<file path="config.mk">
export PLATFORM = sky130hd
export DESIGN_NAME = sad_best_match
export DESIGN_NICKNAME = d
export VERILOG_FILES = /design/src/rtl/me_pkg.sv /design/src/rtl/abs_diff_acc.sv /design/src/rtl/sad_best_match.sv
export SDC_FILE = /design/constraint.sdc
export NUM_CORES = 1
export LEC_CHECK = 0
export CAP_MARGIN = 20
export CORE_ASPECT_RATIO = 0.9
export CORE_MARGIN = 1
export CORE_UTILIZATION = 45
export DETAILED_ROUTE_END_ITERATION = 10
export PLACE_DENSITY = 0.66
export SYNTH_ARGS = -nofsm -noshare
export SYNTH_HDL_FRONTEND = slang
export SYNTH_SLANG_ARGS = --single-unit
export TNS_END_PERCENT = 50
</file>
<file path="constraint.sdc">
create_clock -name clk -period 4.25 [get_ports clk]
set_clock_uncertainty 0.05 [all_clocks]
set_input_delay 0.6375 -clock clk [delete_from_list [all_inputs] [get_ports clk]]
set_output_delay 0.6375 -clock clk [all_outputs]
set_load 0.01 [all_outputs]
</file>
<file path="src/rtl/me_pkg.sv">
// Shared definitions for the motion-estimation SAD search block.
// Holds the default geometry (block size, pair count, SAD and index widths),
// the search FSM state encoding and the all-ones SAD constant.
package me_pkg;

    localparam int unsigned BLK_PIX_DEF   = 256;
    localparam int unsigned NUM_PAIRS_DEF = 32;
    localparam int unsigned SAD_W_DEF     = 16;
    localparam int unsigned IDX_W_DEF     = 6;

    typedef enum logic [1:0] {
        IDLE  = 2'd0,
        ACCUM = 2'd1,
        FINAL = 2'd2
    } state_t;

    localparam logic [SAD_W_DEF-1:0] SAD_MAX = '1;

endpackage

</file>
<file path="src/rtl/abs_diff_acc.sv">
// One SAD lane: 8-bit absolute difference feeding an SAD_W accumulator.
// Ports:
//   clk, reset    clock, asynchronous active-high reset
//   clr           synchronous clear of the accumulator (search start)
//   en            accept this pixel pair
//   restart       last pixel of a block: accumulator reloads 0 instead of sum
//   a, b          8-bit pixels
//   sum           accumulator plus the current difference (final sum on last pixel)
module abs_diff_acc
    import me_pkg::*;
#(
    parameter int unsigned SAD_W = SAD_W_DEF
) (
    input  logic             clk,
    input  logic             reset,
    input  logic             clr,
    input  logic             en,
    input  logic             restart,
    input  logic [7:0]       a,
    input  logic [7:0]       b,
    output logic [SAD_W-1:0] sum
);

    logic [7:0]       diff;
    logic [SAD_W-1:0] acc_q;

    always_comb begin
        diff = (a >= b) ? (a - b) : (b - a);
    end

    assign sum = acc_q + SAD_W'(diff);

    always_ff @(posedge clk or posedge reset) begin
        if (reset) begin
            acc_q <= '0;
        end else if (clr) begin
            acc_q <= '0;
        end else if (en) begin
            // Restart on the block's last pixel so the next pair needs no bubble.
            acc_q <= restart ? '0 : sum;
        end
    end

endmodule

</file>
<file path="src/rtl/sad_best_match.sv">
// Best-match SAD search over NUM_PAIRS candidate pairs of BLK_PIX pixels each.
// Two lanes accumulate |c-p| and |c-p_prime| in parallel; at each block end the
// sums are snapshotted and compared against the running minimum one cycle later.
// Ports:
//   clk, reset            clock, asynchronous active-high reset
//   start                 single-cycle search start (ignored unless idle)
//   in_valid, c, p, p_prime  pixel triple, accepted while accumulating
//   busy                  search in progress
//   done                  one-cycle pulse, best_sad/best_idx valid
//   best_sad, best_idx    minimum SAD and its candidate index
// Optional (macro SAD_ALL_OUT_EN): sad_out, sad_idx, sad_out_valid stream every
// candidate SAD, two consecutive cycles per pair (even then odd candidate).
module sad_best_match
    import me_pkg::*;
#(
    parameter int unsigned BLK_PIX   = BLK_PIX_DEF,
    parameter int unsigned NUM_PAIRS = NUM_PAIRS_DEF,
    parameter int unsigned SAD_W     = SAD_W_DEF,
    parameter int unsigned IDX_W     = IDX_W_DEF
) (
    input  logic             clk,
    input  logic             reset,
    input  logic             start,
    input  logic             in_valid,
    input  logic [7:0]       c,
    input  logic [7:0]       p,
    input  logic [7:0]       p_prime,
    output logic             busy,
    output logic             done,
    output logic [SAD_W-1:0] best_sad,
    output logic [IDX_W-1:0] best_idx
`ifdef SAD_ALL_OUT_EN
    ,
    output logic [SAD_W-1:0] sad_out,
    output logic [IDX_W-1:0] sad_idx,
    output logic             sad_out_valid
`endif
);

    localparam int unsigned PIX_W  = $clog2(BLK_PIX);
    localparam int unsigned PAIR_W = IDX_W - 1;
    localparam logic [SAD_W-1:0] SadMax = '1;

    state_t state_q, state_d;

    logic [PIX_W-1:0]  pix_cnt_q;
    logic [PAIR_W-1:0] pair_cnt_q, snap_pair_q;
    logic [SAD_W-1:0]  sum0, sum1, snap0_q, snap1_q, best_sad_q;
    logic [IDX_W-1:0]  best_idx_q;
    logic              snap_vld_q, done_q;
    logic              accept, pix_last, pair_last, start_search, end_pair;
    logic [SAD_W-1:0]  cmp0_sad, cmp1_sad;
    logic [IDX_W-1:0]  cmp0_idx, cmp1_idx;

    assign accept       = (state_q == ACCUM) && in_valid;
    assign pix_last     = (pix_cnt_q == PIX_W'(BLK_PIX - 1));
    assign pair_last    = (pair_cnt_q == PAIR_W'(NUM_PAIRS - 1));
    assign start_search = (state_q == IDLE) && start;
    assign end_pair     = accept && pix_last;

    abs_diff_acc #(.SAD_W(SAD_W)) u_lane0 (
        .clk     (clk),
        .reset   (reset),
        .clr     (start_search),
        .en      (accept),
        .restart (pix_last),
        .a       (c),
        .b       (p),
        .sum     (sum0)
    );

    abs_diff_acc #(.SAD_W(SAD_W)) u_lane1 (
        .clk     (clk),
        .reset   (reset),
        .clr     (start_search),
        .en      (accept),
        .restart (pix_last),
        .a       (c),
        .b       (p_prime),
        .sum     (sum1)
    );

    always_comb begin
        state_d = state_q;
        unique case (state_q)
            IDLE:    if (start) state_d = ACCUM;
            ACCUM:   if (end_pair && pair_last) state_d = FINAL;
            FINAL:   state_d = IDLE;
            default: state_d = IDLE;
        endcase
    end

    always_ff @(posedge clk or posedge reset) begin
        if (reset) state_q <= IDLE;
        else       state_q <= state_d;
    end

    always_ff @(posedge clk or posedge reset) begin
        if (reset) begin
            pix_cnt_q  <= '0;
            pair_cnt_q <= '0;
        end else if (start_search) begin
            pix_cnt_q  <= '0;
            pair_cnt_q <= '0;
        end else if (accept) begin
            // BLK_PIX is a power of two, so the pixel count wraps on its own.
            pix_cnt_q <= pix_cnt_q + 1'b1;
            if (pix_last) pair_cnt_q <= pair_cnt_q + 1'b1;
        end
    end

    always_ff @(posedge clk or posedge reset) begin
        if (reset) begin
            snap_vld_q  <= 1'b0;
            snap0_q     <= '0;
            snap1_q     <= '0;
            snap_pair_q <= '0;
        end else begin
            snap_vld_q <= end_pair && !start_search;
            if (end_pair) begin
                snap0_q     <= sum0;
                snap1_q     <= sum1;
                snap_pair_q <= pair_cnt_q;
            end
        end
    end

    // Even candidate first, then odd against the updated best; strict < keeps
    // the lower index on ties.
    always_comb begin
        cmp0_sad = best_sad_q;
        cmp0_idx = best_idx_q;
        if (snap0_q < best_sad_q) begin
            cmp0_sad = snap0_q;
            cmp0_idx = {snap_pair_q, 1'b0};
        end
        cmp1_sad = cmp0_sad;
        cmp1_idx = cmp0_idx;
        if (snap1_q < cmp0_sad) begin
            cmp1_sad = snap1_q;
            cmp1_idx = {snap_pair_q, 1'b1};
        end
    end

    always_ff @(posedge clk or posedge reset) begin
        if (reset) begin
            best_sad_q <= SadMax;
            best_idx_q <= '0;
            done_q     <= 1'b0;
        end else begin
            // The final pair's compare lands on the same edge as leaving FINAL.
            done_q <= (state_q == FINAL);
            if (start_search) begin
                best_sad_q <= SadMax;
                best_idx_q <= '0;
            end else if (snap_vld_q) begin
                best_sad_q <= cmp1_sad;
                best_idx_q <= cmp1_idx;
            end
        end
    end

    assign busy     = (state_q != IDLE);
    assign done     = done_q;
    assign best_sad = best_sad_q;
    assign best_idx = best_idx_q;

`ifdef SAD_ALL_OUT_EN
    logic [SAD_W-1:0] skid_q;
    logic [IDX_W-1:0] skid_idx_q;
    logic             skid_vld_q;

    // snap1 waits one cycle here while snap0 is presented.
    always_ff @(posedge clk or posedge reset) begin
        if (reset) begin
            skid_q     <= '0;
            skid_idx_q <= '0;
            skid_vld_q <= 1'b0;
        end else begin
            skid_vld_q <= snap_vld_q;
            if (snap_vld_q) begin
                skid_q     <= snap1_q;
                skid_idx_q <= {snap_pair_q, 1'b1};
            end
        end
    end

    assign sad_out_valid = snap_vld_q | skid_vld_q;
    assign sad_out       = snap_vld_q ? snap0_q : skid_q;
    assign sad_idx       = snap_vld_q ? {snap_pair_q, 1'b0} : skid_idx_q;
`endif

endmodule

</file>
==> metrics.md <==
| Metric | Value |
|---|---|
| Status | finished clean |
| Post-synth net total | 986 |
| GR Util met3 | 0.0306 |
| RSZ-0062 raised after global routing | yes |
| Worst EP required | 4470 ps |
| Slew Limit Fails | 0 |
| Detail-routed via count per cell | 5.51 |
| Post-route ant nets | 0 |
| Max VDD drop | 0.000200 V |
| Final Hold Vio Count | 0 |
| R2R Setup Slk | 90 ps |
| Inserted Clock Buffers | 9 |
| Vias in the first global route | 6645 |
| Clk root buf | clkbuf_16 |
| First-pass detailed-route iteration total | 5 |
| Worst-margin pin slew | 807 ps |
| Initial antenna violation count | 0 |
| Synth async-reset ratio | 1.00 |
| Avg Inst Size Synth | 8.92 sq um |
| Pre-CTS setup slack | -781 ps |
| CP Class | reg2reg |
| I/O pin count | 52 |
| Std-Cell Rows | 45 |
| Worst Reg-to-Reg Cells | 17 |
| Pwr Density | 407 nW/um^2 |
| Grt met2 use | 0.373 |
| Rel. slew slack | 0.461 |
| Clk Latency, worst-skew pair | 350 ps |
| Synth cell types | 67 |
| Crit path launch type | flip-flop |
| GRT Max-Usage Layer | met2 |
| Layout cell share with drive strength beyond 1 | 0.243 |
| Max Cap Violations | 0 |
| Mapped cell area | 7780 sq um |
| Period minus WS final | 4160 ps |
| CP arrival | 4390 ps |
| Longest Clk Path Bufs | 2 |
| Nets | 1162 |
| Worst Slack Setup Final | 85.7 ps |
| Final setup viols | 0 |
| GP Congestion | 0.951 |
| Crit path to | best_sad[7]$_DFFE_PP1P_ |
| Wirelength per Cell | 15.7 um |
| Worst r2r src | best_sad[1]$_DFFE_PP1P_ |
| Global-route wire length before repair | 32900 um |
| Post-layout utilization of the core | 0.605 |
| Initial Util | 0.461 |
| CTS tree | done |
| Buffers added on ports | 51 |
| CTS Hold Buffers Added | 0 |
| Met1 usage | 0.329 |
| Die area | 17800 sq um |
| Hold_ws | 426 ps |
| Commonest non-fill, non-tap cells in the layout | 140 x buf_4, 105 x nand2_1, 92 x dfrtp_1, 70 x ha_1, 69 x inv_1 |
| Mapped Cells | 873 |
| DR vias | 6973 |
| CTS clock-pin slew for the worst setup and hold paths | 80 ps |
| Count of clock tree sinks | 108 |
| Die height | 127 um |
| Residual DRC | 0 |
| Commonest non-fill, non-tap cell in the layout | buf_4 |
| Initial DRC count | 384 |
| Post-synth top flop | dfrtp_1 |
| H-tree depth | 3 |
| Static leakage | 0.00488 uW |
| Period Utilization, post-route | 0.980 |
| Kind of end point of the critical path | flip-flop |
| Die X | 141 um |
| Hpwl dp | 15100 um |
| Tot GR Track Use | 0.230 |
| Worst-path maximum fanout | 21 |
| Tightest Hold Check Type | reg2reg |
| Antenna diode count | 0 |
| Register area share after synthesis | 0.350 |
| Fmax | 0.240 GHz |
| Setup TNS Final | 0 ps |
| Area delta synth->final | 31.3% |
| Design area | 10200 sq um |
| Placed Area | 9480 sq um |
| R2R Path End | best_sad[7]$_DFFE_PP1P_ |
| Number of flops mapped to enable cells by yosys | 0 |
| Core Area | 16900 sq um |
| GRT Residual Overflow | 0 |
| CP startpoint | best_sad[1]$_DFFE_PP1P_ |
| Largest net degree at the start of global routing | 63 |
| Seq cells post-synth | 108 |
| Ys Warns | 0 |
| DRT Wirelength | 19900 um |
-- worst max-delay path, stage by stage, from the launching register on --
cell and delay (ps):
dfstp_2 530, inv_1 50, ha_1 280, a2111o_1 390
a311oi_2 290, nand2_2 190, buf_12 180, mux2i_2 210
ha_1 280, a21o_1 160, a21o_1 170, a21oi_1 140
buf_4 150, o221ai_2 130, a31oi_4 210, buf_12 190
mux2_2 360, o21ai_1 130
-- flip-flops by register name, indices dropped and copies added, names as in the netlist --
| register | flops |
|---|---|
| best_sad | 16 |
| u_lane0.acc_q | 16 |
| pair_cnt_q | 5 |
| state_q | 2 |
| pix_cnt_q | 8 |
| snap_vld_q | 1 |
| u_lane1.acc_q | 16 |
| snap_pair_q | 5 |
| snap0_q | 16 |
| done | 1 |
| best_idx | 6 |
| snap1_q | 16 |
-- cells in the mapped netlist (all sizes together), types with 5 or more instances --
library cell	n	share of area
a31oi	11	0.011
a311o	11	0.014
mux2	10	0.014
o21a	13	0.013
nor3	24	0.015
nand2	106	0.051
o211ai	8	0.0077
nand3	10	0.0064
nor2	43	0.021
xnor2	27	0.030
a21oi	50	0.033
o21ai	75	0.048
xor2	10	0.011
inv	76	0.037
nor2b	7	0.0056
mux2i	23	0.030
and3	9	0.0072
ha	79	0.13
a21o	25	0.024
clkbuf	28	0.014
dfrtp	92	0.30
nand4	12	0.0096
dfstp	16	0.054
o22ai	5	0.0040
fa	6	0.015
a22o	13	0.015
or3	10	0.0080
-- kinds of logic (layout without fill, tap and decap cells) --
logic type,after synthesis,count (layout),synth area share
compound gates,260,260,0.225
simple gates,242,242,0.144
flops,108,108,0.350
buf+inv,108,289,0.0534
fa+ha+maj,85,85,0.142
xor+xnor,37,37,0.0416
mux,33,33,0.0440
-- timing repair --
| item | CTS | global route |
|---|---|---|
| setup buffers | 7 | 3 |
| gates cloned | 0 | 0 |
| pin swaps | 18 | 26 |
| endpoints found under the hold margin | 0 | 0 |
| gates resized for setup | 43 | 45 |
| setup endpoints to repair | 43 | 53 |
-- report_power, final --
group	total, uW	internal (uW)	switching, uW
clock network	945	551	394
registers	1300	1160	136
logic	1910	972	940
total	4160	2680	1470
-- metal layers --
metal  vias up  part of all wire
met2       143              0.45
met4         0            0.0081
met3        12             0.036
li1       3484                 -
met1      3334              0.50
met5         -                 0
-- per-stage QoR --
stage | instances | power (uW)
global route | 1265 | 4430
CTS | 1262 | 4070
floorplan | 873 | 2350
finish | 1265 | 4160
detailed placement | 1239 | 3050
global placement | 1239 | 3030
-- worst min-delay path by stage --
stage	startpoint	endpoint	slack, ps	cells after the start
floorplan	snap_pair_q[4]$_DFFE_PP0P_	snap_pair_q[4]$_DFFE_PP0P_	400	2
detailed placement	snap_pair_q[0]$_DFFE_PP0P_	snap_pair_q[0]$_DFFE_PP0P_	410	2
global route	snap_pair_q[1]$_DFFE_PP0P_	snap_pair_q[1]$_DFFE_PP0P_	450	2
global placement	snap_pair_q[2]$_DFFE_PP0P_	snap_pair_q[2]$_DFFE_PP0P_	410	2
finish	snap_pair_q[0]$_DFFE_PP0P_	snap_pair_q[0]$_DFFE_PP0P_	430	2
CTS	snap_pair_q[0]$_DFFE_PP0P_	snap_pair_q[0]$_DFFE_PP0P_	430	2
-- area by class of cell --
type	instances	area, sq um
multi-input cells	657	4950
repair buffers	197	1660
clock buffers	11	253
inverters	76	288
flip-flops and latches	108	2720
clock inverters	5	81.3
well taps	211	264
fillers	1460	6670
Power figures use the tool's default switching activity.
